File: src/rtl/steer_pkg.sv
// Shared types and default tuning for the steering-enable FSM.
package steer_pkg;

  typedef enum logic [1:0] {
    IDLE     = 2'd0,
    WAIT     = 2'd1,
    STEER_EN = 2'd2
  } state_t;

  localparam int unsigned SETTLE_W = 26;
  localparam int unsigned DBNC_W   = 16;

  localparam int unsigned DEF_LD_W     = 12;
  localparam int unsigned DEF_MIN_WT   = 'h200;
  localparam int unsigned DEF_HYST     = 'h020;
  localparam int unsigned DEF_EN_SHFT  = 2;
  localparam int unsigned DEF_OFF_SHFT = 4;

  localparam logic [SETTLE_W-1:0] DEF_SETTLE_CNT  = 26'd65_000_000;
  localparam logic [DBNC_W-1:0]   DEF_DBNC_CNT    = 16'd5000;
  // Short timings so simulations reach STEER_EN in a few dozen cycles.
  localparam logic [SETTLE_W-1:0] FAST_SETTLE_CNT = 26'd16;
  localparam logic [DBNC_W-1:0]   FAST_DBNC_CNT   = 16'd4;

endpackage

File: src/rtl/steer_en_gen2_sat_cnt.sv
// Saturating up-counter; full when the count reaches MAX-1 and holds there.
module sat_cnt #(
  parameter int unsigned    W   = 8,
  parameter logic [W-1:0]   MAX = 8'd16
) (
  input  logic clk,
  input  logic rst,
  input  logic clr,
  input  logic inc,
  output logic full
);

  logic [W-1:0] cnt;

  assign full = (cnt == MAX - W'(1));

  always_ff @(posedge clk) begin
    if (rst)              cnt <= '0;
    else if (clr)         cnt <= '0;
    else if (inc && !full) cnt <= cnt + W'(1);
  end

endmodule

File: src/rtl/steer_en_gen2.sv
// Rider-detect / steering-enable FSM: settles on balanced load before enabling
// steering, debounces rider loss, and reports state plus registered |lft-rght|.
module steer_en_gen2
  import steer_pkg::*;
#(
  parameter int unsigned          LD_W       = DEF_LD_W,
  parameter logic [LD_W-1:0]      MIN_WT     = LD_W'(DEF_MIN_WT),
  parameter logic [LD_W-1:0]      HYST       = LD_W'(DEF_HYST),
  parameter int unsigned          EN_SHFT    = DEF_EN_SHFT,
  parameter int unsigned          OFF_SHFT   = DEF_OFF_SHFT,
  parameter logic [SETTLE_W-1:0]  SETTLE_CNT = DEF_SETTLE_CNT,
  parameter logic [DBNC_W-1:0]    DBNC_CNT   = DEF_DBNC_CNT
) (
  input  logic            clk,
  input  logic            rst,
  input  logic [LD_W-1:0] lft_ld,
  input  logic [LD_W-1:0] rght_ld,
  output logic [LD_W-1:0] ld_cell_diff,
  output logic            en_steer,
  output logic            rider_off,
  output logic [1:0]      sm_status
);

  localparam logic [LD_W:0] LIM_ON  = {1'b0, MIN_WT};
  localparam logic [LD_W:0] LIM_OFF = {1'b0, MIN_WT - HYST};

  state_t          state;
  logic [LD_W-1:0] lft_q, rght_q, abs_d;
  logic [LD_W:0]   sum;
  logic            wt_on, wt_low, unbal, step_off, lost;
  logic            tmr_full, tmr_clr, dbnc_full, to_idle;

  always_ff @(posedge clk) begin
    if (rst) begin
      lft_q        <= '0;
      rght_q       <= '0;
      ld_cell_diff <= '0;
    end else begin
      lft_q        <= lft_ld;
      rght_q       <= rght_ld;
      ld_cell_diff <= abs_d;
    end
  end

  // Subtract the smaller from the larger so |0 - max| never wraps.
  assign sum      = {1'b0, lft_q} + {1'b0, rght_q};
  assign abs_d    = (lft_q >= rght_q) ? (lft_q - rght_q) : (rght_q - lft_q);
  assign wt_on    = sum > LIM_ON;
  assign wt_low   = sum < LIM_OFF;
  assign unbal    = {1'b0, abs_d} > (sum >> EN_SHFT);
  assign step_off = {1'b0, abs_d} > (sum - (sum >> OFF_SHFT));
  assign lost     = wt_low && dbnc_full;

  assign tmr_clr = ((state == IDLE) && wt_on) ||
                   ((state == WAIT) && unbal) ||
                   ((state == STEER_EN) && !lost && step_off);

  sat_cnt #(.W(SETTLE_W), .MAX(SETTLE_CNT)) u_settle (
    .clk  (clk),
    .rst  (rst),
    .clr  (tmr_clr),
    .inc  (state == WAIT),
    .full (tmr_full)
  );

  sat_cnt #(.W(DBNC_W), .MAX(DBNC_CNT)) u_dbnc (
    .clk  (clk),
    .rst  (rst),
    .clr  (!wt_low || (state == IDLE)),
    .inc  (wt_low),
    .full (dbnc_full)
  );

  // Outputs trail the state register by one cycle; to_idle carries the
  // exit event so rider_off lines up with en_steer dropping.
  always_ff @(posedge clk) begin
    if (rst) begin
      state     <= IDLE;
      to_idle   <= 1'b0;
      en_steer  <= 1'b0;
      rider_off <= 1'b0;
    end else begin
      to_idle   <= 1'b0;
      en_steer  <= (state == STEER_EN);
      rider_off <= to_idle;
      case (state)
        IDLE:     if (wt_on) state <= WAIT;
        WAIT: begin
          if (lost) begin
            state   <= IDLE;
            to_idle <= 1'b1;
          end else if (!unbal && tmr_full) begin
            state <= STEER_EN;
          end
        end
        STEER_EN: begin
          if (lost) begin
            state   <= IDLE;
            to_idle <= 1'b1;
          end else if (step_off) begin
            state <= WAIT;
          end
        end
        default:  state <= IDLE;
      endcase
    end
  end

  assign sm_status = state;

endmodule

File: config.mk
export PLATFORM = sky130hd
export DESIGN_NAME = steer_en_gen2
export DESIGN_NICKNAME = d
export VERILOG_FILES = /design/src/rtl/steer_pkg.sv /design/src/rtl/steer_en_gen2_sat_cnt.sv /design/src/rtl/steer_en_gen2.sv
export SDC_FILE = /design/constraint.sdc
export NUM_CORES = 1
export LEC_CHECK = 0
export ABC_AREA = 1
export CORE_MARGIN = 2
export CORE_UTILIZATION = 57
export DETAILED_ROUTE_END_ITERATION = 10
export GPL_TIMING_DRIVEN = 0
export PLACE_DENSITY = 0.77
export SLEW_MARGIN = 20
export SYNTH_ARGS = -nofsm -noshare
export SYNTH_HDL_FRONTEND = slang
export SYNTH_SLANG_ARGS = --single-unit
File: constraint.sdc
create_clock -name clk -period 5.9 [get_ports clk]
set_input_delay 0.59 -clock clk [delete_from_list [all_inputs] [get_ports clk]]
set_output_delay 0.59 -clock clk [all_outputs]
set_load 0.01 [all_outputs]
# Yosys cells after proc, flatten, opt, wreduce, memory -nomap -nowiden
# Index checks and enable logic that the tools add are counted.
[classes]
n_shift = 0
n_reduce_logical = 22
addsub = 6
eq_ne = 7
n_lt_le_gt_ge = 5
mul = 0
bitwise = 1
div_mod_pow = 0
muxes = 8
[ops]
columns = ["cell", "n"]
rows = [
  ["$add A26 B1 Y26 const B", 1],
  ["$eq A26 B26 Y1 const B", 1],
  ["$sub A12 B12 Y12", 2],
  ["$add A16 B1 Y16 const B", 1],
  ["$eq A16 B13 Y1 const B", 1],
  ["$add A12 B12 Y13", 1],
  ["$gt A12 B13 Y1", 1],
  ["$gt A13 B10 Y1 const B", 1],
  ["$lt A13 B9 Y1 const B", 1],
  ["$sub A13 B9 Y13", 1],
  ["$ge A12 B12 Y1", 1],
  ["$gt A12 B11 Y1", 1],
  ["$mux W12", 1],
  ["$mux W2", 5],
  ["$logic_and A1 B1 Y1", 8],
  ["$reduce_or A2 Y1", 4],
  ["$ne A3 B3 Y1 const B", 2],
  ["$pmux W2 S3", 1],
  ["$logic_not A1 Y1", 5],
  ["$logic_or A1 B1 Y1", 3],
  ["$reduce_and A3 Y1", 1],
  ["$eq A2 B1 Y1 const B", 1],
  ["$eq A2 B2 Y1 const B", 1],
  ["$logic_not A2 Y1", 1],
  ["3 further kinds", 3],
]
[totals]
memories = 0
out_inout_bits = 16
mem_bits_ro = 0
wordCells = 58
mem_bits_rw = 0
latch_bits = 0
register_bits = 83

# Longest topological paths before layout
# Gate-level depths: netlist (run 1).
[depth]
word_depth = 8
mapped_depth = 32
mapped_depth_nobuf = 31

# Hierarchy
# From an unflattened synthesis (run 1), not the netlist that was laid out.
[hier_totals]
hier_cells = 1213
hier_area_um2 = 7603.5
[by_module_without_submodules]
columns = ["mod", "n_inst", "area_each_um2", "cells_each"]
rows = [
  ["steer_en_gen2", 1, 4808.4, 767],
  ["sat_cnt (u_settle)", 1, 1565.3, 247],
  ["sat_cnt (u_dbnc)", 1, 1229.9, 199],
]

# Worst setup path after synthesis (run 1)
# OpenSTA, ideal clock, no wires.
[synth_timing]
path_kind = "register -> register"
from = "reg lft_q[0]"
to = "reg u_settle.cnt[10]"
arrival_ns = 4.206
setup_slack_ns = 1.582
n_path_buf = 1
stages_incl_launch_ff = 28
required_time_ns = 5.788
cell_sequence = "dfxtp_1 ha_1 inv_1 fa_1 inv_1 nand2_1 nand3_2 xor2_1 inv_1 ha_1 fa_1 nor2_1 nand3_1 nand2_1 nand2_1 nand2_1 nand2_1 o21ai_0 xnor2_1 ha_1 and3_1 nand3_1 nor4_1 a21oi_1 nand4_1 o2111ai_4 buf_6 nor2_2"
[synth_between]
elab_chain_len = 8
word_cells_on_any_way = 19
classes_between = "add/sub: 4; order compare: 5; mux: 1; reduce/logical: 9"
[synth_rtl]
columns = ["element", "line", "text"]
rows = [
  ["start: declaration", "steer_en_gen2.sv:28", "logic [LD_W-1:0] lft_q, rght_q, abs_d;"],
  ["start signal: assignment", "steer_en_gen2.sv:39", "lft_q <= lft_ld;"],
  ["branches (longest 6 deep; another with $add A12 B12 Y13)", "--", ""],
  ["$logic_or A1 B1 Y1 *", "steer_en_gen2.sv:55", "((state == WAIT) && unbal) ||"],
  ["$reduce_or A2 Y1 (no source line) *", "--", ""],
  ["end signal: assignment", "steer_en_gen2_sat_cnt.sv:20", "else if (inc && !full) cnt <= cnt + W'(1);"],
  ["end: declaration", "steer_en_gen2_sat_cnt.sv:13", "logic [W-1:0] cnt;"],
]
# Mark *: on every way between the ends.
# A chain may end at the register's enable or synchronous reset.

# Worst setup path after layout (run 1)
[layout_timing]
from = "reg rght_q[0]"
to = "reg u_settle.cnt[3]"
[layout_between]
elab_chain_len = 8
word_cells_on_any_way = 19
classes_between = "add/sub: 4; order compare: 5; mux: 1; reduce/logical: 9"
[layout_rtl]
columns = ["element", "line", "text"]
rows = [
  ["start: declaration", "steer_en_gen2.sv:28", ""],
  ["start signal: assignment", "steer_en_gen2.sv:40", "rght_q <= rght_ld;"],
  ["branches (longest 6 deep; another with $add A12 B12 Y13)", "--", ""],
  ["$logic_or A1 B1 Y1 *", "steer_en_gen2.sv:55", ""],
  ["$reduce_or A2 Y1 (no source line) *", "--", ""],
]
# Marked as above.

==> results of run 1 <==
## registers in the layout, summed over array words and instances (netlist names)
register	flops
lft_q	12
u_dbnc.cnt	16
u_settle.cnt	26
rght_q	12
en_steer	1
sm_status	2
ld_cell_diff	12
to_idle	1
rider_off	1
## placed cells by master (no fill, tap or decap), types with 4 or more instances in the layout
master and count:
nor2_4 8, nand3_2 7, inv_1 188, a21oi_1 40, nand4_1 30, nor3_2 4, buf_4 6, nor2_1 110
fa_1 4, nand2_1 259, inv_2 12, clkdlybuf4s50_1 41, xnor2_1 13, nor4_1 8, o21ai_0 17, buf_6 5
nand3_1 73, clkbuf_16 9, xor2_1 29, ha_1 70, nand2_2 11, dfxtp_1 83, nor3_1 13, o21bai_1 4
a21oi_2 4, clkbuf_1 4, nor2_2 26
## worst paths after layout
path                     end  slack (ns)  cells after the start  startpoint
min reg2reg        rider_off        0.42                      2     to_idle
min                rider_off        0.42                      2     to_idle
max reg2reg  u_settle.cnt[3]        0.56                     28   rght_q[0]
max          u_settle.cnt[3]        0.56                     28   rght_q[0]
## routing by layer
metal,part of all wire,track usage,vias to the layer above,routed length (um)
li1,-,-,3448,-
met1,0.47,0.341,2942,7480
met2,0.45,0.413,162,7250
met3,0.049,0.0397,34,786
met4,0.031,0.107,0,490
met5,0,0,-,0
## cells in the mapped netlist, types with 3 or more instances
| cell type | instances | area share |
|---|---|---|
| nand2_1 | 259 | 0.14 |
| inv_1 | 188 | 0.10 |
| nor2_1 | 110 | 0.059 |
| dfxtp_1 | 83 | 0.24 |
| nand3_1 | 73 | 0.052 |
| ha_1 | 70 | 0.13 |
| a21oi_1 | 40 | 0.029 |
| nand4_1 | 30 | 0.027 |
| xor2_1 | 29 | 0.036 |
| nor2_2 | 26 | 0.023 |
| o21ai_0 | 17 | 0.012 |
| nor3_1 | 13 | 0.0093 |
| xnor2_1 | 13 | 0.016 |
| inv_2 | 12 | 0.0065 |
| nand2_2 | 11 | 0.0099 |
| nor2_4 | 8 | 0.013 |
| nor4_1 | 8 | 0.0072 |
| nand3_2 | 7 | 0.010 |
| buf_4 | 6 | 0.0065 |
| buf_6 | 5 | 0.0081 |
| a21oi_2 | 4 | 0.0050 |
| clkbuf_1 | 4 | 0.0022 |
| fa_1 | 4 | 0.011 |
| nor3_2 | 4 | 0.0057 |
| o21bai_1 | 4 | 0.0043 |
| a211oi_1 | 3 | 0.0032 |
| a31oi_1 | 3 | 0.0027 |
| and3_1 | 3 | 0.0027 |
| o21ai_1 | 3 | 0.0022 |
## kinds of logic (layout without fill, tap and decap cells)
kind of cell,after synthesis,after routing
AOI/OAI and AO/OA,84,84
and+or+nand+nor,561,561
muxes,1,1
xor gates and xnor gates,42,42
adders and majority gates,74,74
buffers and inverters,219,276
DFF,83,83
## worst max-delay path, delay by kind of cell, from the launching register on
| kind | cells | cell delay (ns) |
|---|---|---|
| buffers and inverters | 5 | 0.69 |
| adders and majority gates | 4 | 1.22 |
| and+or+nand+nor | 14 | 1.71 |
| xor gates and xnor gates | 2 | 0.53 |
| DFF | 1 | 0.37 |
| AOI/OAI and AO/OA | 3 | 0.74 |
## power by group through the flow
stage | Combinational, mW | Sequential, mW | Clock, mW
2_1_floorplan | 0.641 | 0.635 | 0
3_3_place_gp | 0.866 | 0.627 | 0
3_5_place_dp | 0.880 | 0.629 | 0
4_1_cts | 0.885 | 0.616 | 0.605
5_1_grt | 1.01 | 0.620 | 0.627
6_report | 0.889 | 0.615 | 0.594
## per-stage QoR
stage	hold WS (ns)	area, um^2	utilization	cells
floorplan	0.388	6970	-	1064
global placement	0.404	7570	0.633	1252
detailed placement	0.403	7570	0.633	1252
CTS	0.427	7870	0.658	1268
global route	0.446	7870	0.658	1268
finish	0.424	7870	0.658	1268
## final cells by class
cell class              instances  area (um^2)
plain buffers                  18          131
clock inverters                 7         76.3
inverters                     201          757
multi-input cells             762         4420
well taps                     147          184
fillers                      1141         4090
flip-flops and latches         83         1660
clock buffers                   9          225
repair buffers                 41          410
==> key figures, run 1 <==
Outcome
  – Status: completed

Global routing
  – Largest net degree at the start of global routing: 16
  – First-pass GRT wire length: around 27 mm
  – Vias in the first global route: between 5,000 and 6,000
  – Initial antenna violation count: 0
  – GRT Overall Usage: 0.256
  – GR Overflow Total: 0

Layout
  – Nets: 1,216
  – Antenna cells: 0
  – Share of post-route cells with drive strength above 1: 0.0963
  – Synth-to-layout area growth: 12.8%

Power
  – Sw Ratio: 0.395
  – Clock share of power: 0.283
  – Sw power: approximately 0.83 mW
  – Tot Pwr: 2.10 mW
  – Leakage Power: 3.84 nW
  – Sequential power share: 0.293
  – Pwr/cell area: 267 nW/um^2
  – Peak VDD IR: 166 uV
  – Internal power: 1.27 mW
  – Logic gate share of total power: 0.424

Route
  – Wirelength, routed: 16.0 mm
  – Drt first-iter violations: between 400 and 500
  – Routed vias: 6,586
  – DR WL/cell: 12.6 um
  – Antenna-violating nets left: 0
  – Drt pass-1 iters: 5
  – DRC errors left: 0
  – DR vias/cell: 5.19

Timing
  – Max Clk Rate: 187 MHz
  – Crit path time final: 5.34 ns
  – RSZ-0062 raised after global routing: false
  – PnR worst setup slack: 0.559 ns
  – Final Hold Vio Count: 0
  – Worst relative slew slack: 0.339
  – Setup TNS: 0 ns
  – Final setup viols: 0
  – Worst-Margin Slew: 0.982 ns
  – Final Cycle Share: 0.905
  – Final Skew: 0.0198 ns
  – Final Max Tran Viols: 0

Logic synthesis
  – Synth Instances: 1,064
  – Synth Area in Adders: 0.137
  – Syn avg cell area: 6.55 um^2
  – Library cells used by synthesis: 48
  – Post-Synth Simple-Gate Area: 0.371
  – Syn Nets: about 1,200
  – Sequential fraction of the synthesis area: 0.238
  – Post-synthesis compound-gate area fraction: 0.0723
  – Post-synth ARST share: 0
  – Yosys reg bits: 83
  – Synth warn: 0
  – Multiplexer area fraction after synthesis: 0.00144
  – Post-synth top flop: dfxtp_1
  – Synth Cell Area: between 6000 and 7000 um^2
  – Post-synth EDFFs: 0
  – Main combinational cell family by area after synthesis: simple AND/OR/NAND/NOR gates
  – Synth Area in XOR/XNOR: 0.0527

Critical path
  – CP arrival: 5.63 ns
  – Slowest stage cell, crit path: fa_1
  – Delay of the slowest critical-path stage: ~0.4 ns
  – Crit path max fanout: 10
  – Crit start category: flip-flop
  – Kind of critical path: reg -> reg
  – CP Capture Type: flip-flop
  – Required time at the worst-slack endpoint: around 6.2 ns

Clock tree
  – CTS tree: yes
  – Clock slew at reported path FFs: 0.08 ns
  – Clock Tree Buf Depth: 2
  – Num CTS Buffers: 9
  – Post-cts repair resize count: 0
  – Sink Count: 83
  – Hold buffers post-CTS: 0
  – Root Driver: clkbuf_16
  – Post-CTS setup repair buffer count: 0
  – H-tree depth: 3
  – Clock Latency Late Sink: 0.37 ns

Die
  – Num ports: 42
  – Chip width: 115 um
  – Die height: 115 um
  – Die Area: about 13,000 um^2
  – Row count: 40
  – CORE AREA: around 12,000 um^2
  – Starting Density: 0.583

Placed design
  – GPL Wtd Cong: 0.989
  – DPL Wire Length: about 13 mm
  – Buffers on Ports: 41
  – Place WS: about 0.74 ns

Hold path
  – Min-delay worst type: reg -> reg

Run
  – Max-cap check violation count: 0
(Power assumes the default switching activity.)
==> inputs of run 2 (changes only) <==
- SLEW_MARGIN: 20 -> 40
==> run 2 against run 1 <==
  * Combinational power hardly changed
  * Largest cell class unchanged
  * Critical path type unchanged
  * Clock power hardly changed
  * Worst hold slack hardly changed
  * Register-to-register slack hardly changed
  * Critical path depth stayed put
==> key figures, run 2 (synthesized netlist as in run 1, its figures left out) <==
Route
  – Met2 Routed Length: 7.24 mm
  – Antenna-violating nets left: 0
  – Wirelength, routed: ~16 mm
  – DR vias/cell: about 5.2
  – DRC errors left: 0
  – Met1 wire length: 7.51 mm
  – Drt pass-1 iters: 7
  – Top Layer Used: met4
  – DR WL/cell: roughly 13 um
  – Routed vias: 6,585
  – Met3 wire length: 776 um
  – Drt first-iter violations: 395

Power
  – Leakage Power: 3.84 nW
  – Sequential power share: 0.293
  – Internal power: 1.27 mW
  – Sw power: 0.828 mW
  – Sw Ratio: 0.395
  – Logic gate share of total power: 0.424
  – Pwr/cell area: 267 nW/um^2
  – Clock share of power: 0.283
  – Peak VDD IR: about 170 uV
  – Tot Pwr: 2.10 mW

Clock tree
  – Clock Latency Late Sink: 0.37 ns
  – H-tree depth: 3
  – Root Driver: clkbuf_16
  – Sink Count: 83
  – Post-CTS setup repair buffer count: 0
  – Clock Tree Buf Depth: 2
  – Post-cts repair resize count: 0
  – CTS tree: yes
  – Hold buffers post-CTS: 0
  – Clock slew at reported path FFs: 0.08 ns
  – Num CTS Buffers: 9

Die
  – Die height: 115 um
  – Num ports: 42
  – Chip width: 115 um
  – Row count: 40
  – Die Area: 13,100 um^2
  – CORE AREA: approximately 12,000 um^2
  – Starting Density: 0.583

Hold path
  – Min-Delay Startpoint: to_idle
  – Min-delay worst type: reg -> reg

Layout
  – Nets: 1,216
  – Post-route core utilization: 0.658
  – Share of post-route cells with drive strength above 1: 0.0963
  – Synth-to-layout area growth: 12.8%
  – Antenna cells: 0
  – Biggest regs: u_settle.cnt x26, u_dbnc.cnt x16
  – Top reg by flops: u_settle.cnt
  – Most frequent cells in the layout: nand2_1, inv_1, nor2_1
  – Largest register FFs: 26
  – Leading cell type in the layout, fill and taps excluded: nand2_1
  – Design area: 7870 um^2

Placed design
  – Buffers on Ports: 41
  – DPL Wire Length: 12.9 mm
  – Area after DPL: 7570 um^2
  – GPL Wtd Cong: 0.989

Global routing
  – GR Overflow Total: 0
  – GRT Overall Usage: 0.256
  – Initial antenna violation count: 0
  – Vias in the first global route: 5,866
  – First-pass GRT wire length: 26.8 mm
  – Largest net degree at the start of global routing: 16

Critical path
  – Crit. Startpoint: rght_q[0]
  – Reg2reg end: u_settle.cnt[3]
  – R2R setup slack: about 0.56 ns
  – CP arrival: 5.63 ns
  – CP Capture Point: u_settle.cnt[3]
  – Worst R2R Start: rght_q[0]
  – Delay of the slowest critical-path stage: 0.41 ns
  – Crit path max fanout: 10
  – R2R depth: 28
  – Kind of critical path: reg -> reg
  – Slowest stage cell, crit path: fa_1
  – Required time at the worst-slack endpoint: between 6 and 7 ns
  – Crit start category: flip-flop
  – CP Capture Type: flip-flop

Run
  – Max-cap check violation count: 0

Timing
  – Final Skew: 0.0198 ns
  – Crit path time final: 5.34 ns
  – RSZ-0062 raised after global routing: false
  – Final setup viols: 0
  – Setup TNS: 0 ns
  – Max Clk Rate: 187 MHz
  – Final Hold Vio Count: 0
  – Worst relative slew slack: 0.476
  – Worst-Margin Slew: roughly 0.78 ns
  – Final Cycle Share: 0.905
  – Final Max Tran Viols: 0

Outcome
  – Status: completed
[run 2: cell type report]
class	count	area [um^2]
Multi-Input combinational cell	762	4420
Fill cell	1141	4090
Sequential cell	83	1660
Inverter	201	757
Timing Repair Buffer	41	410
Clock buffer	9	225
Tap cell	147	184
Buffer	18	131
Clock inverter	7	76.3
[run 2: worst min path at each step]
stage | end | cells after the start | slack [ns]
after floorplan | rider_off | 2 | 0.39
after global placement | rider_off | 2 | 0.40
after detailed placement | rider_off | 2 | 0.40
after CTS | rider_off | 2 | 0.43
after global routing | rider_off | 2 | 0.45
final | rider_off | 2 | 0.42
[run 2: per-layer routing]
| layer | global-route usage | vias to the layer above |
|---|---|---|
| li1 | - | 3449 |
| met1 | 0.341 | 2945 |
| met2 | 0.413 | 155 |
| met3 | 0.0397 | 36 |
| met4 | 0.107 | 0 |
| met5 | 0 | - |
[run 2: power by group through the flow]
stage / Combinational [mW] / Clock, mW / Sequential (mW)
after global placement: 0.866 / 0 / 0.627
after CTS: 0.885 / 0.605 / 0.616
after floorplan: 0.641 / 0 / 0.635
after global routing: 1.01 / 0.627 / 0.620
final: 0.889 / 0.594 / 0.615
after detailed placement: 0.880 / 0 / 0.629
[run 2: metrics by stage]
step                instances  hold slack, ns  setup WS [ns]
floorplan                1064           0.388           1.58
CTS                      1268           0.427          0.608
finish                   1268           0.424          0.559
detailed placement       1252           0.403          0.741
global placement         1252           0.404          0.839
global route             1268           0.446          0.198
[run 2: critical path, delay by kind of cell, from the launching register on]
family | cells | cell delay (ns)
adder cells (fa/ha/maj) | 4 | 1.22
XOR/XNOR | 2 | 0.53
AO/OA/AOI/OAI | 3 | 0.74
AND/OR/NAND/NOR | 14 | 1.71
flip-flops | 1 | 0.37
buffers and inverters | 5 | 0.69
